[src/rtl/ahb_arb_pkg.sv]
// ahb_arb_pkg: shared AHB-Lite encodings and arbitration mode codes for the
// two-master arbiter.
`default_nettype none

package ahb_arb_pkg;

  typedef enum logic [1:0] {
    IDLE   = 2'b00,
    BUSY   = 2'b01,
    NONSEQ = 2'b10,
    SEQ    = 2'b11
  } htrans_e;

  localparam logic [2:0] HBURST_SINGLE = 3'b000;

  localparam int ARB_FIXED = 0;
  localparam int ARB_RR    = 1;

  typedef struct packed {
    logic [31:0] addr;
    logic [1:0]  trans;
    logic        write;
    logic [2:0]  size;
    logic [2:0]  burst;
    logic [3:0]  prot;
    logic        lock;
  } ahb_ctrl_t;

endpackage

`default_nettype wire

[src/rtl/ahb_arb_input_stage.sv]
// ahb_arb_input_stage: holds one master's deferred address phase and muxes held/live
// control onto the effective outputs. Macro AHB_ARB_LOCK_EN keeps HMASTLOCK.
`default_nettype none

module ahb_arb_input_stage
  import ahb_arb_pkg::*;
(
  input  logic        clk,
  input  logic        rst,
  input  logic [31:0] haddr,
  input  logic [1:0]  htrans,
  input  logic        hwrite,
  input  logic [2:0]  hsize,
  input  logic [2:0]  hburst,
  input  logic [3:0]  hprot,
  input  logic        hmastlock,
  input  logic        capture,
  input  logic        replay,
  output logic        pend,
  output logic        req,
  output logic [31:0] eff_haddr,
  output logic [1:0]  eff_htrans,
  output logic        eff_hwrite,
  output logic [2:0]  eff_hsize,
  output logic [2:0]  eff_hburst,
  output logic [3:0]  eff_hprot,
  output logic        eff_hmastlock
);

  ahb_ctrl_t live;
  ahb_ctrl_t held;
  ahb_ctrl_t sel;
  logic      live_lock;

`ifdef AHB_ARB_LOCK_EN
  assign live_lock = hmastlock;
`else
  logic unused_lock;
  assign live_lock   = 1'b0;
  assign unused_lock = hmastlock;
`endif

  assign live = '{addr: haddr, trans: htrans, write: hwrite, size: hsize,
                  burst: hburst, prot: hprot, lock: live_lock};

  always_ff @(posedge clk or posedge rst) begin
    if (rst) begin
      pend <= 1'b0;
      held <= '0;
    end else if (capture) begin
      pend <= 1'b1;
      held <= live;
    end else if (replay) begin
      pend <= 1'b0;
    end
  end

  assign req = pend | htrans[1];
  assign sel = pend ? held : live;

  assign eff_haddr     = sel.addr;
  assign eff_htrans    = sel.trans;
  assign eff_hwrite    = sel.write;
  assign eff_hsize     = sel.size;
  assign eff_hburst    = sel.burst;
  assign eff_hprot     = sel.prot;
  assign eff_hmastlock = sel.lock;

endmodule

`default_nettype wire

[src/rtl/ahb_master_arbiter.sv]
// ahb_master_arbiter: two-master AHB-Lite arbiter with per-master capture/replay.
// Optional macro AHB_ARB_LOCK_EN passes HMASTLOCK through and lets it hold the grant.
`default_nettype none

module ahb_master_arbiter
  import ahb_arb_pkg::*;
#(
  parameter int ARB_MODE      = 1,
  parameter int DEFAULT_OWNER = 0
) (
  input  logic        HCLK,
  input  logic        HRESET,
  input  logic [31:0] M0_HADDR,
  input  logic [1:0]  M0_HTRANS,
  input  logic        M0_HWRITE,
  input  logic [2:0]  M0_HSIZE,
  input  logic [2:0]  M0_HBURST,
  input  logic [3:0]  M0_HPROT,
  input  logic        M0_HMASTLOCK,
  input  logic [31:0] M0_HWDATA,
  output logic [31:0] M0_HRDATA,
  output logic        M0_HREADY,
  output logic        M0_HRESP,
  input  logic [31:0] M1_HADDR,
  input  logic [1:0]  M1_HTRANS,
  input  logic        M1_HWRITE,
  input  logic [2:0]  M1_HSIZE,
  input  logic [2:0]  M1_HBURST,
  input  logic [3:0]  M1_HPROT,
  input  logic        M1_HMASTLOCK,
  input  logic [31:0] M1_HWDATA,
  output logic [31:0] M1_HRDATA,
  output logic        M1_HREADY,
  output logic        M1_HRESP,
  output logic [31:0] HADDR,
  output logic [1:0]  HTRANS,
  output logic        HWRITE,
  output logic [2:0]  HSIZE,
  output logic [2:0]  HBURST,
  output logic [3:0]  HPROT,
  output logic        HMASTLOCK,
  output logic [31:0] HWDATA,
  input  logic [31:0] HRDATA,
  input  logic        HREADY,
  input  logic        HRESP,
  output logic        HMASTER
);

  localparam logic DEF_OWNER = DEFAULT_OWNER[0];

  logic        aown, down, dval, last;
  logic        pend0, pend1, req0, req1;
  logic        rdy0, rdy1, cap0, cap1, rep0, rep1;
  logic [31:0] addr0, addr1;
  logic [1:0]  trans0, trans1, bus_trans;
  logic        write0, write1, lock0, lock1, bus_lock;
  logic [2:0]  size0, size1, burst0, burst1, bus_burst;
  logic [3:0]  prot0, prot1;
  logic        hold, last_eff, next_own, next_last;

  // A master sees the slave's HREADY only while it owns the data phase;
  // otherwise a held request stalls it until its replayed beat completes.
  assign rdy0 = (dval && !down) ? HREADY : !pend0;
  assign rdy1 = (dval &&  down) ? HREADY : !pend1;

  assign cap0 = rdy0 && M0_HTRANS[1] && !pend0 && !(!aown && HREADY);
  assign cap1 = rdy1 && M1_HTRANS[1] && !pend1 && !( aown && HREADY);
  assign rep0 = pend0 && !aown && HREADY;
  assign rep1 = pend1 &&  aown && HREADY;

  ahb_arb_input_stage u_stage0 (
    .clk(HCLK), .rst(HRESET),
    .haddr(M0_HADDR), .htrans(M0_HTRANS), .hwrite(M0_HWRITE), .hsize(M0_HSIZE),
    .hburst(M0_HBURST), .hprot(M0_HPROT), .hmastlock(M0_HMASTLOCK),
    .capture(cap0), .replay(rep0), .pend(pend0), .req(req0),
    .eff_haddr(addr0), .eff_htrans(trans0), .eff_hwrite(write0), .eff_hsize(size0),
    .eff_hburst(burst0), .eff_hprot(prot0), .eff_hmastlock(lock0)
  );

  ahb_arb_input_stage u_stage1 (
    .clk(HCLK), .rst(HRESET),
    .haddr(M1_HADDR), .htrans(M1_HTRANS), .hwrite(M1_HWRITE), .hsize(M1_HSIZE),
    .hburst(M1_HBURST), .hprot(M1_HPROT), .hmastlock(M1_HMASTLOCK),
    .capture(cap1), .replay(rep1), .pend(pend1), .req(req1),
    .eff_haddr(addr1), .eff_htrans(trans1), .eff_hwrite(write1), .eff_hsize(size1),
    .eff_hburst(burst1), .eff_hprot(prot1), .eff_hmastlock(lock1)
  );

  assign bus_trans = aown ? trans1 : trans0;
  assign bus_burst = aown ? burst1 : burst0;
  assign bus_lock  = aown ? lock1  : lock0;

  assign HADDR   = aown ? addr1  : addr0;
  assign HWRITE  = aown ? write1 : write0;
  assign HSIZE   = aown ? size1  : size0;
  assign HBURST  = bus_burst;
  assign HPROT   = aown ? prot1  : prot0;
  assign HTRANS  = HRESET ? IDLE : bus_trans;
  assign HWDATA  = down ? M1_HWDATA : M0_HWDATA;
  assign HMASTER = aown;

`ifdef AHB_ARB_LOCK_EN
  assign HMASTLOCK = !HRESET && bus_lock;
`else
  assign HMASTLOCK = 1'b0;
`endif

  assign M0_HREADY = rdy0;
  assign M1_HREADY = rdy1;
  assign M0_HRESP  = (dval && !down) ? HRESP : 1'b0;
  assign M1_HRESP  = (dval &&  down) ? HRESP : 1'b0;
  assign M0_HRDATA = HRDATA;
  assign M1_HRDATA = HRDATA;

  // Bursts and locked sequences never lose the grant mid-stream.
  always_comb begin
    hold = bus_lock;
    if (HTRANS == SEQ || HTRANS == BUSY) hold = 1'b1;
    if (HTRANS == NONSEQ && bus_burst != HBURST_SINGLE) hold = 1'b1;
  end

  // The owner issuing an address phase on this edge counts as most recently granted.
  assign last_eff = HTRANS[1] ? aown : last;

  always_comb begin
    next_own = aown;
    if (!hold) begin
      if (ARB_MODE == ARB_FIXED) begin
        if (req0)      next_own = 1'b0;
        else if (req1) next_own = 1'b1;
      end else begin
        if (last_eff ? req0 : req1)      next_own = !last_eff;
        else if (last_eff ? req1 : req0) next_own = last_eff;
      end
    end
    next_last = (next_own != aown) ? next_own : last_eff;
  end

  always_ff @(posedge HCLK or posedge HRESET) begin
    if (HRESET) begin
      aown <= DEF_OWNER;
      down <= DEF_OWNER;
      dval <= 1'b0;
      last <= !DEF_OWNER;
    end else if (HREADY) begin
      dval <= HTRANS[1];
      down <= aown;
      aown <= next_own;
      last <= next_last;
    end
  end

endmodule

`default_nettype wire

[config.mk]
export PLATFORM = sky130hd
export DESIGN_NAME = ahb_master_arbiter
export DESIGN_NICKNAME = d
export VERILOG_FILES = /design/src/rtl/ahb_arb_pkg.sv /design/src/rtl/ahb_arb_input_stage.sv /design/src/rtl/ahb_master_arbiter.sv
export SDC_FILE = /design/constraint.sdc
export NUM_CORES = 1
export LEC_CHECK = 0
export CAP_MARGIN = 20
export CORE_MARGIN = 5
export CORE_UTILIZATION = 42
export CTS_BUF_LIST = sky130_fd_sc_hd__clkbuf_2 sky130_fd_sc_hd__clkbuf_4 sky130_fd_sc_hd__clkbuf_8
export DETAILED_ROUTE_END_ITERATION = 10
export PLACE_DENSITY = 0.83
export SLEW_MARGIN = 20
export SYNTH_ARGS = -nofsm -noshare
export SYNTH_HDL_FRONTEND = slang
export SYNTH_HIERARCHICAL = 1
export SYNTH_SLANG_ARGS = --single-unit
[constraint.sdc]
create_clock -name HCLK -period 2.53 [get_ports HCLK]
set_input_delay 0.506 -clock HCLK [delete_from_list [all_inputs] [get_ports HCLK]]
set_output_delay 0.506 -clock HCLK [all_outputs]
set_load 0.02 [all_outputs]
Yosys cells after proc, flatten, opt, wreduce, memory -nomap -nowiden
Cells that the tools add are included.
{ "op_classes": {"n_eq_ne": 4, "muxes": 28, "bitwise_logic": 2, "n_reduce_logical": 26} }
{ "op_table": {"columns": ["cell", "count"], "rows": [
  ["46-bit 2-to-1 mux", 2],
  ["32-bit 2-to-1 mux", 2],
  ["1-bit 2-to-1 mux", 19],
  ["1-bit logical AND", 15],
  ["1-bit logical NOT", 7],
  ["3-bit 2-to-1 mux", 2],
  ["2-bit == test (second input constant)", 2],
  ["2-bit 2-to-1 mux", 2],
  ["4-bit 2-to-1 mux", 1],
  ["2-bit nonzero test", 2],
  ["3-bit nonzero test", 1],
  ["2-bit by 1-bit == test with 1-bit output (second input constant)", 1],
  ["1-bit bitwise OR", 2],
  ["1-bit logical OR", 1],
  ["1-bit != test", 1]
]} }
{ "word_totals": {"regBits": 96, "input_bits": 192, "output_inout_bits": 147, "wordCells": 78} }

Depth between registers and ports, before layout
Gate-level depths: netlist (run 1).
{ "logic_depth": {"ltp_word": 10, "ltp_mapped": 8, "depth_no_buf": 6} }

By module
Netlist (run 1), hierarchy kept.
{ "modules_own_cells": {"columns": ["mod", "n_inst", "cells_per_inst", "area_each_um2", "seq_area_each_um2"], "rows": [
  ["ahb_arb_input_stage", 2, 152, 2555.0, 1151.1],
  ["ahb_master_arbiter", 1, 199, 1773.0, 101.3]
]} }

Least setup slack after synthesis (run 1)
Ideal clock, no wire load.
{ "synth_path": {"kind": "register to register", "from": "reg u_stage1.pend", "to": "reg aown, in the netlist HMASTER", "setup_ps": 125, "t_arrival_ps": 2130, "t_required_ps": 2405, "slack_ps": 274, "stages_incl_launch_ff": 8, "path_buffers": 1, "synth_period_minus_slack_ps": 2256, "path_cell_list": "dfrtp_1 > buf_2 > mux2_2 > mux2_2 > o311ai_1 > nor3b_2 > nand2_1 > mux2_4"} }
{ "synth_between": {"word_cells_on_any_way": 20, "classes_between": "3 x eq/ne; 12 x mux; 1 x bitwise; 4 x reduce/logical"} }
{ "synth_rtl": {"columns": ["item", "line_no", "text"], "rows": [
  ["from (decl)", "ahb_arb_input_stage.sv:19", "output logic pend,"],
  ["from (signal assigned)", "ahb_arb_input_stage.sv:48", "pend <= 1'b0;"],
  ["from (signal assigned)", "ahb_arb_input_stage.sv:51", "pend <= 1'b1;"],
  ["from (signal assigned)", "ahb_arb_input_stage.sv:54", "pend <= 1'b0;"],
  ["46-bit 2-to-1 mux", "ahb_arb_input_stage.sv:59", "assign sel = pend ? held : live;"],
  ["net burst1[2]", "ahb_master_arbiter.sv:57", "logic [2:0] size0, size1, burst0, burst1, bus_burst;"],
  ["3-bit 2-to-1 mux", "ahb_master_arbiter.sv:90", "assign bus_burst = aown ? burst1 : burst0;"],
  ["net HBURST[2]", "ahb_master_arbiter.sv:39", "output logic [2:0] HBURST,"],
  ["3-bit nonzero test", "ahb_master_arbiter.sv:119", "if (HTRANS == NONSEQ && bus_burst != HBURST_SINGLE) hold = 1'b1;"],
  ["1-bit logical AND", "ahb_master_arbiter.sv:119", null],
  ["1-bit 2-to-1 mux", "ahb_master_arbiter.sv:119", null],
  ["1-bit 2-to-1 mux", "ahb_master_arbiter.sv:127", "if (!hold) begin"],
  ["to (signal assigned)", "ahb_master_arbiter.sv:148", "aown <= next_own;"],
  ["to (decl)", "ahb_master_arbiter.sv:51", "logic aown, down, dval, last;"]
]} }
The timed path passes the listed nets, and every way through them passes these cells.
A chain may end at the register's enable or synchronous reset.

Worst setup path in the final report (run 1)
{ "layout_path": {"from": "reg u_stage0.pend", "to": "out HTRANS[1]"} }
{ "layout_between": {"elab_chain_len": 3} }
{ "layout_lines": {"columns": ["item", "line_no", "text"], "rows": [
  ["from (decl)", "ahb_arb_input_stage.sv:19", null],
  ["from (signal assigned)", "ahb_arb_input_stage.sv:48", null],
  ["from (signal assigned)", "ahb_arb_input_stage.sv:51", null],
  ["from (signal assigned)", "ahb_arb_input_stage.sv:54", null],
  ["46-bit 2-to-1 mux", "ahb_arb_input_stage.sv:59", null],
  ["net trans0[1]", "ahb_master_arbiter.sv:55", "logic [1:0] trans0, trans1, bus_trans;"],
  ["2-bit 2-to-1 mux", "ahb_master_arbiter.sv:89", "assign bus_trans = aown ? trans1 : trans0;"],
  ["2-bit 2-to-1 mux", "ahb_master_arbiter.sv:98", "assign HTRANS = HRESET ? IDLE : bus_trans;"],
  ["to (decl)", "ahb_master_arbiter.sv:36", "output logic [1:0] HTRANS,"]
]} }
The timed path passes the listed nets, and every way through them passes these cells.

==> metrics.txt, run 1 <==
status finished, final reports clean; Post-synth ARST share 100%; area share of xor/xnor cells in the synthesized design 0%; largest net degree at the start of global routing 47; Area contributors post-synth dfrtp_1 35%, mux2_4 30%, mux2_2 20%, buf_4 7.3%, buf_6 3.1%; Critical Path AT 1.99 ns; WHS 0.464 ns; multiplexer share of the synthesized area 50.0%; WL final between 20000 and 25000 um; Leak 0.00427 uW; max-slew violation count 0; final worst path period share 98.7%; Die Area 19000 um2; die span in y 138 um; Primary FF master, synth dfrtp_1; Fillers 1317; global-route wire length before repair 31500 um; placed inst area 9200 um2; CP Launch Type register; Root Buffer clkbuf_8; list of most frequent post-synthesis cells 137 x mux2_4, 121 x mux2_2, 95 x dfrtp_1, 67 x buf_4, 19 x buf_6; Cell Area, Synth 6880 um2; Initial Util between 40% and 50%; Core Util, Final 59.0%; WS Path Type register to output pin; nets approximately 900; Vias 4629; drt initial violations 117; Final min period 2.50 ns; level count of the clock H-tree 3; Syn Area/Cell 13.7 um2; initial antenna violation count 4; DP Wirelength 16000 um; Routability Congestion 0.825; die width approximately 140 um; RSZ-0062 raised after global routing yes; clk_lat worst skew between 0.3 and 0.4 ns; Final Cell Area 9430 um2; gr usage total 21.0%; Pre-Repair DR Iteration Count 4; clock sink count between 90 and 100; post-synthesis adder-cell area fraction 0%; WL met1 8110 um; CTS tree done; warnings from Yosys 6; largest family of logic cells by synthesized area multiplexers; Wirelength per Cell 22.6 um; maxcap violations 0; CP delay by family, top multiplexers; HP Class primary input to async pin; met3 wire len 1200 um; CTS clk-pin slew, worst paths 0.09 ns; Yosys reg bits 96; I/O Pins 339; PwrDens between 1000 and 1500 nW/um2; Highest Signal Layer met5; Post-DRT Antenna Nets 0; CP Buf/Inv Count 2; fmax between 400 and 500 MHz; layout cell share with drive strength beyond 1 53.3%; Largest stage delay, worst path around 0.48 ns; Synth top area share 34.5%; Synth Area in Compound Gates 1.27%; vias in the first global route 5293; Mapped Nets approximately 700; total grt overflow 0; Fin Setup TNS 0 ns; row count 46; worst-path cell with the longest stage delay dfrtp_2; worst path cell trace buf_4 > mux2_2 > mux2_1 > and2_1 > buf_2; Clock Path Buffers 2; Seq/Total Area, Yosys 34.9%; Num CTS Buffers 9; total power draw 11600 uW; P&R area growth vs syn 37.0%; number of synthesized flops with an enable pin 0; Final setup viols 0; core box area approximately 16000 um2; met2 wire len 11100 um; CP Data Required Time 2.02 ns; port bufs 239; Post-route DRC 0; biggest area consumer among synthesized cells dfrtp_1; Yosys cell types 32; most frequent cell after synthesis mux2_4; Vias/cell 4.99; clk_skew 0.0118 ns; post-synthesis simple-gate area fraction roughly 2.1%; maximum fanout along the worst path 5; Hold Vio Cnt, Final 0; Peak VDD IR ~0.65 mV; nature of the critical path endpoint output pin; Syn Inst Count between 500 and 600
cells in the final DEF, fill, tap and decap left out, types with 3 or more instances in the layout:
cell             count
inv_1                5
nand2_1              8
dfrtp_1             91
clkbuf_8            11
clkdlybuf4s50_1    179
mux2_4             137
nor2_1               3
a21oi_1              3
buf_12              16
o21ai_0              3
dlygate4sd2_1        9
conb_1               3
and3_1               3
buf_2               29
buf_4               32
dfrtp_2              4
clkbuf_2             9
dlymetal6s2s_1       9
a21o_1               3
mux2_2             121
kinds of logic (layout without fill, tap and decap cells):
kind of cell,count (synthesis),count (layout)
and+or+nand+nor,26,26
DFF,96,96
AOI/OAI and AO/OA,13,13
muxes,260,260
buffers and inverters,105,311
other,3,5
state kept, by name (all words and copies together), names as in the netlist:
signal	count
u_stage0/pend	1
last	1
u_stage1/pend	1
down	1
HMASTER	1
u_stage0/held	45
u_stage1/held	45
dval	1
routing by layer:
layer / vias to the layer above / track usage (%)
met5: - / 0
met4: 4 / 8.94
met3: 42 / 5.48
met2: 198 / 37.5
met1: 2268 / 23.6
li1: 2117 / -
worst paths after layout:
| path | startpoint | endpoint | slack [ns] | cells past startpoint |
|---|---|---|---|---|
| max | u_stage0/pend | HTRANS[1] | 0.03 | 5 |
| min | HRESET | HMASTER | 0.46 | 3 |
| max reg2reg | u_stage0/pend | HMASTER | 0.13 | 8 |
| min reg2reg | u_stage1/held[15] | u_stage1/held[15] | 0.52 | 1 |
| max in group asynchronous | HRESET | u_stage0/held[10] | 1.36 | 4 |
| min in group HCLK | u_stage1/held[15] | u_stage1/held[15] | 0.52 | 1 |
cell type report:
class | count | area [um2] | share of cell area, %
clock buffer | 11 | 151 | 1.60
inverter | 7 | 26.3 | 0.279
antenna | 2 | 5.00 | 0.0531
sequential | 96 | 2410 | 25.5
timing repair buffer | 288 | 2820 | 29.9
clock inverter | 5 | 40.0 | 0.424
tap | 216 | 270 | 2.87
multi-input combinational | 302 | 3710 | 39.3
metrics by stage:
step	setup slack [ns]	instances
final	0.0334	927
after global placement	-0.252	890
after CTS	-0.0859	913
after global routing	-0.0373	927
after floorplan	0.274	503
after detailed placement	-0.263	890
power breakdown:
part / switching (uW) / leakage [uW] / internal [uW]
logic: 3200 / 0.00305 / 4540
registers: 541 / 0.00113 / 2330
clock network: 573 / 0.0000935 / 418
total: 4320 / 0.00427 / 7290
worst min-delay path: stages:
cell and delay, ns:
clkdlybuf4s50_1 0.45, inv_1 0.08, buf_4 0.14
timing repair:
item / in CTS / in global routing
cloned: 1 / 1
buffers inserted: 6 / 11
hold buffers: 0 / 0
resized for setup: 129 / 43
endpoints found under the setup margin: 74 / 46
Note: power is estimated with default switching activity, not from simulation.
==> run 2, diff against run 1 <==
Settings changed: CORE_ASPECT_RATIO set to 1.2.
==> run 2 against run 1 <==
Effect of this change:
- fmax grew 0.94%
- clock power decreased by 4.3%
- power down 0.91%
- count of clock-buffer cells in the layout did not move
- sequential power is essentially flat
- critical endpoint is now HADDR[11]
- largest power group unchanged
- highest routed layer is now met4
==> metrics.txt, run 2 (synthesis gave the netlist of run 1 again) <==
HP Class primary input to async pin; setup ws final 0.0568 ns (+0.0234 ns); commonest non-fill, non-tap cell in the layout clkdlybuf4s50_1; Final setup viols 0 (unchanged); clock sink count 96 (unchanged); nature of the critical path endpoint output pin; gr usage total 21.6% (+0.61 points); Final Cell Area 9330 um2 (-1.1%); Initial Util 42.6% (-0.38 points); layout cell share with drive strength beyond 1 51.0% (-2.3 points); initial antenna violation count 1 (-3); vias in the first global route 5315 (+0.42%); max-slew violation count 0 (unchanged); switch share 36.9% (-0.28 points); most frequent cells in the layout 190 x clkdlybuf4s50_1, 137 x mux2_4, 122 x mux2_2; Logic pwr share 66.8% (about the same); level count of the clock H-tree 3 (unchanged); P_int 7260 uW (-0.46%); total grt overflow 0 (unchanged); maxcap violations 0 (unchanged); die width 127 um (-8.1%); largest net degree at the start of global routing 36 (-23%); maximum fanout along the worst path 6 (+1); CP Buf/Inv Count 4 (+2); Final min period 2.47 ns (-0.0234 ns); Reg power frac 24.9% (about the same); Non-Filler Instances 907 (-2.2%); WHS 0.498 ns (+0.0336 ns); nets 881 (-1.7%); CP Launch Type register; cell total after placement 880 (-1.1%); Fillers 1282 (-2.7%); Post-route DRC 0 (unchanged); status finished, final reports clean; Leak 0.00415 uW (-2.9%); Largest stage delay, worst path 0.45 ns (-0.03 ns); Critical Path AT 1.97 ns (-0.02 ns); drt initial violations 212 (+81%); Vias 4581 (-1.0%); CP delay by family, top buffers and inverters; PwrDens 1230 nW/um2 (+0.15%); placed inst area 9140 um2 (-0.65%); RSZ-0062 raised after global routing yes; Psw 4240 uW (-1.7%); Wirelength per Cell 23.4 um (+3.5%); Reg-to-Reg Start u_stage1/pend; Post-DRT Antenna Nets 0 (unchanged); worst path cell trace buf_12 > buf_6 > clkbuf_16 > mux2_4 > mux2_2 > buf_2; RR Endpoint HMASTER; Root Buffer clkbuf_8; DP Wirelength 16300 um (+2.2%); Die Area 19100 um2 (about the same); Hold Vio Cnt, Final 0 (unchanged); Routability Congestion 0.871 (+5.6%); worst-path cell with the longest stage delay dfrtp_2; die span in y 150 um (+8.9%); Pre-Repair DR Iteration Count 4 (unchanged); Clk network pwr share 8.2% (-0.3 points); flop-to-flop setup slack 0.18 ns (+0.05 ns); Peak VDD IR 0.699 mV (+8.3%); clk_lat worst skew 0.37 ns (about the same); Largest regs u_stage0/held: 45 flops, u_stage1/held: 45 flops; Slew @ Worst Pin 0.509 ns; pre-CTS setup slack -0.268 ns (-0.00465 ns); Num CTS Buffers 9 (unchanged); WS Path Type register to output pin; CP Data Required Time 2.02 ns (about the same); WL final 21200 um (+1.3%); fmax 404 MHz (+0.94%); Clock Path Buffers 2 (unchanged); I/O Pins 339 (unchanged); core box area 16100 um2 (+0.90%); Slew headroom 66.0%; port bufs 239 (unchanged); Vias/cell 5.05 (+1.1%); CTS clk-pin slew, worst paths 0.09 ns (about the same); final worst path period share 97.8% (-0.92 points); Register-to-Register Path Depth 9 (+1); global-route wire length before repair 31200 um (-0.75%); CTS tree done; P&R area growth vs syn 35.6%; row count 51 (+11%); clk_skew 0.0103 ns (-0.00156 ns)
-- run 2: changes by cell type in the layout (fill, tap and decap cells not counted), sizes merged, moves of 4 or more --
cell           previous run  this run
buf                      80        51
clkbuf                   21        25
clkdlybuf4s15             1         6
clkdlybuf4s50           179       190
dlymetal6s2s              9         2
-- run 2: worst reg2reg max path: stages (launching register included) --
cell      delay, ns
dfrtp_2        0.45
buf_12         0.14
buf_6          0.13
buf_4          0.14
mux2_2         0.26
mux2_4         0.27
o311ai_1       0.24
nor3b_2        0.23
nand2_1        0.10
mux2_4         0.30
-- run 2: power by group through the flow --
| stage | combinational, uW | sequential, uW | clock [uW] |
|---|---|---|---|
| final | 7690 | 2870 | 948 |
| after global routing | 8120 | 2960 | 1030 |
| after CTS | 7700 | 2850 | 974 |
| after detailed placement | 7840 | 2890 | 0 |
| after global placement | 7710 | 2820 | 0 |
| after floorplan | 5570 | 2660 | 0 |
-- run 2: routing by layer --
| metal | track usage (%) | routed length [um] | vias up |
|---|---|---|---|
| met2 | 37.4 | 10900 | 213 |
| met5 | 0 | 0 | - |
| met1 | 25.4 | 8390 | 2258 |
| met3 | 6.07 | 1300 | 34 |
| li1 | - | - | 2076 |
| met4 | 8.37 | 635 | 0 |
-- run 2: how the worst max path moves through the flow --
stage                       start   endpoint  slack, ns  depth (start not counted)
global placement     M0_HTRANS[1]  HTRANS[1]      -0.27                          5
global route        u_stage1/pend  HADDR[11]      -0.02                          6
finish              u_stage1/pend  HADDR[11]       0.06                          6
detailed placement   M0_HTRANS[1]  HTRANS[1]      -0.27                          5
floorplan           u_stage1/pend    HMASTER       0.27                          7
CTS                 u_stage1/pend  HADDR[31]     0.0003                          5
-- run 2: cell type report --
| cell class | instances | area, um2 | share of cell area, % |
|---|---|---|---|
| Clock buffer | 11 | 145 | 1.56 |
| Multi-Input combinational cell | 302 | 3710 | 39.8 |
| Sequential cell | 96 | 2410 | 25.8 |
| Timing Repair Buffer | 273 | 2740 | 29.4 |
| Inverter | 7 | 26.3 | 0.282 |
| Tap cell | 212 | 265 | 2.84 |
| Clock inverter | 5 | 31.3 | 0.335 |
| Antenna cell | 1 | 2.50 | 0.0268 |
-- run 2: per-stage QoR --
step	setup TNS [ns]	total power (uW)	utilization [%]
floorplan	0	8240	-
global placement	-0.545	10500	56.6
detailed placement	-0.751	10700	56.6
CTS	0	11500	57.8
global route	-0.0318	12100	57.8
finish	0	11500	57.8
-- run 2: what timing repair did --
item | in CTS | in global routing
cloned | 1 | 2
hold buffers | 0 | 0
setup buffers | 7 | 1
resized for setup | 108 | 34
setup endpoints to repair | 45 | 27
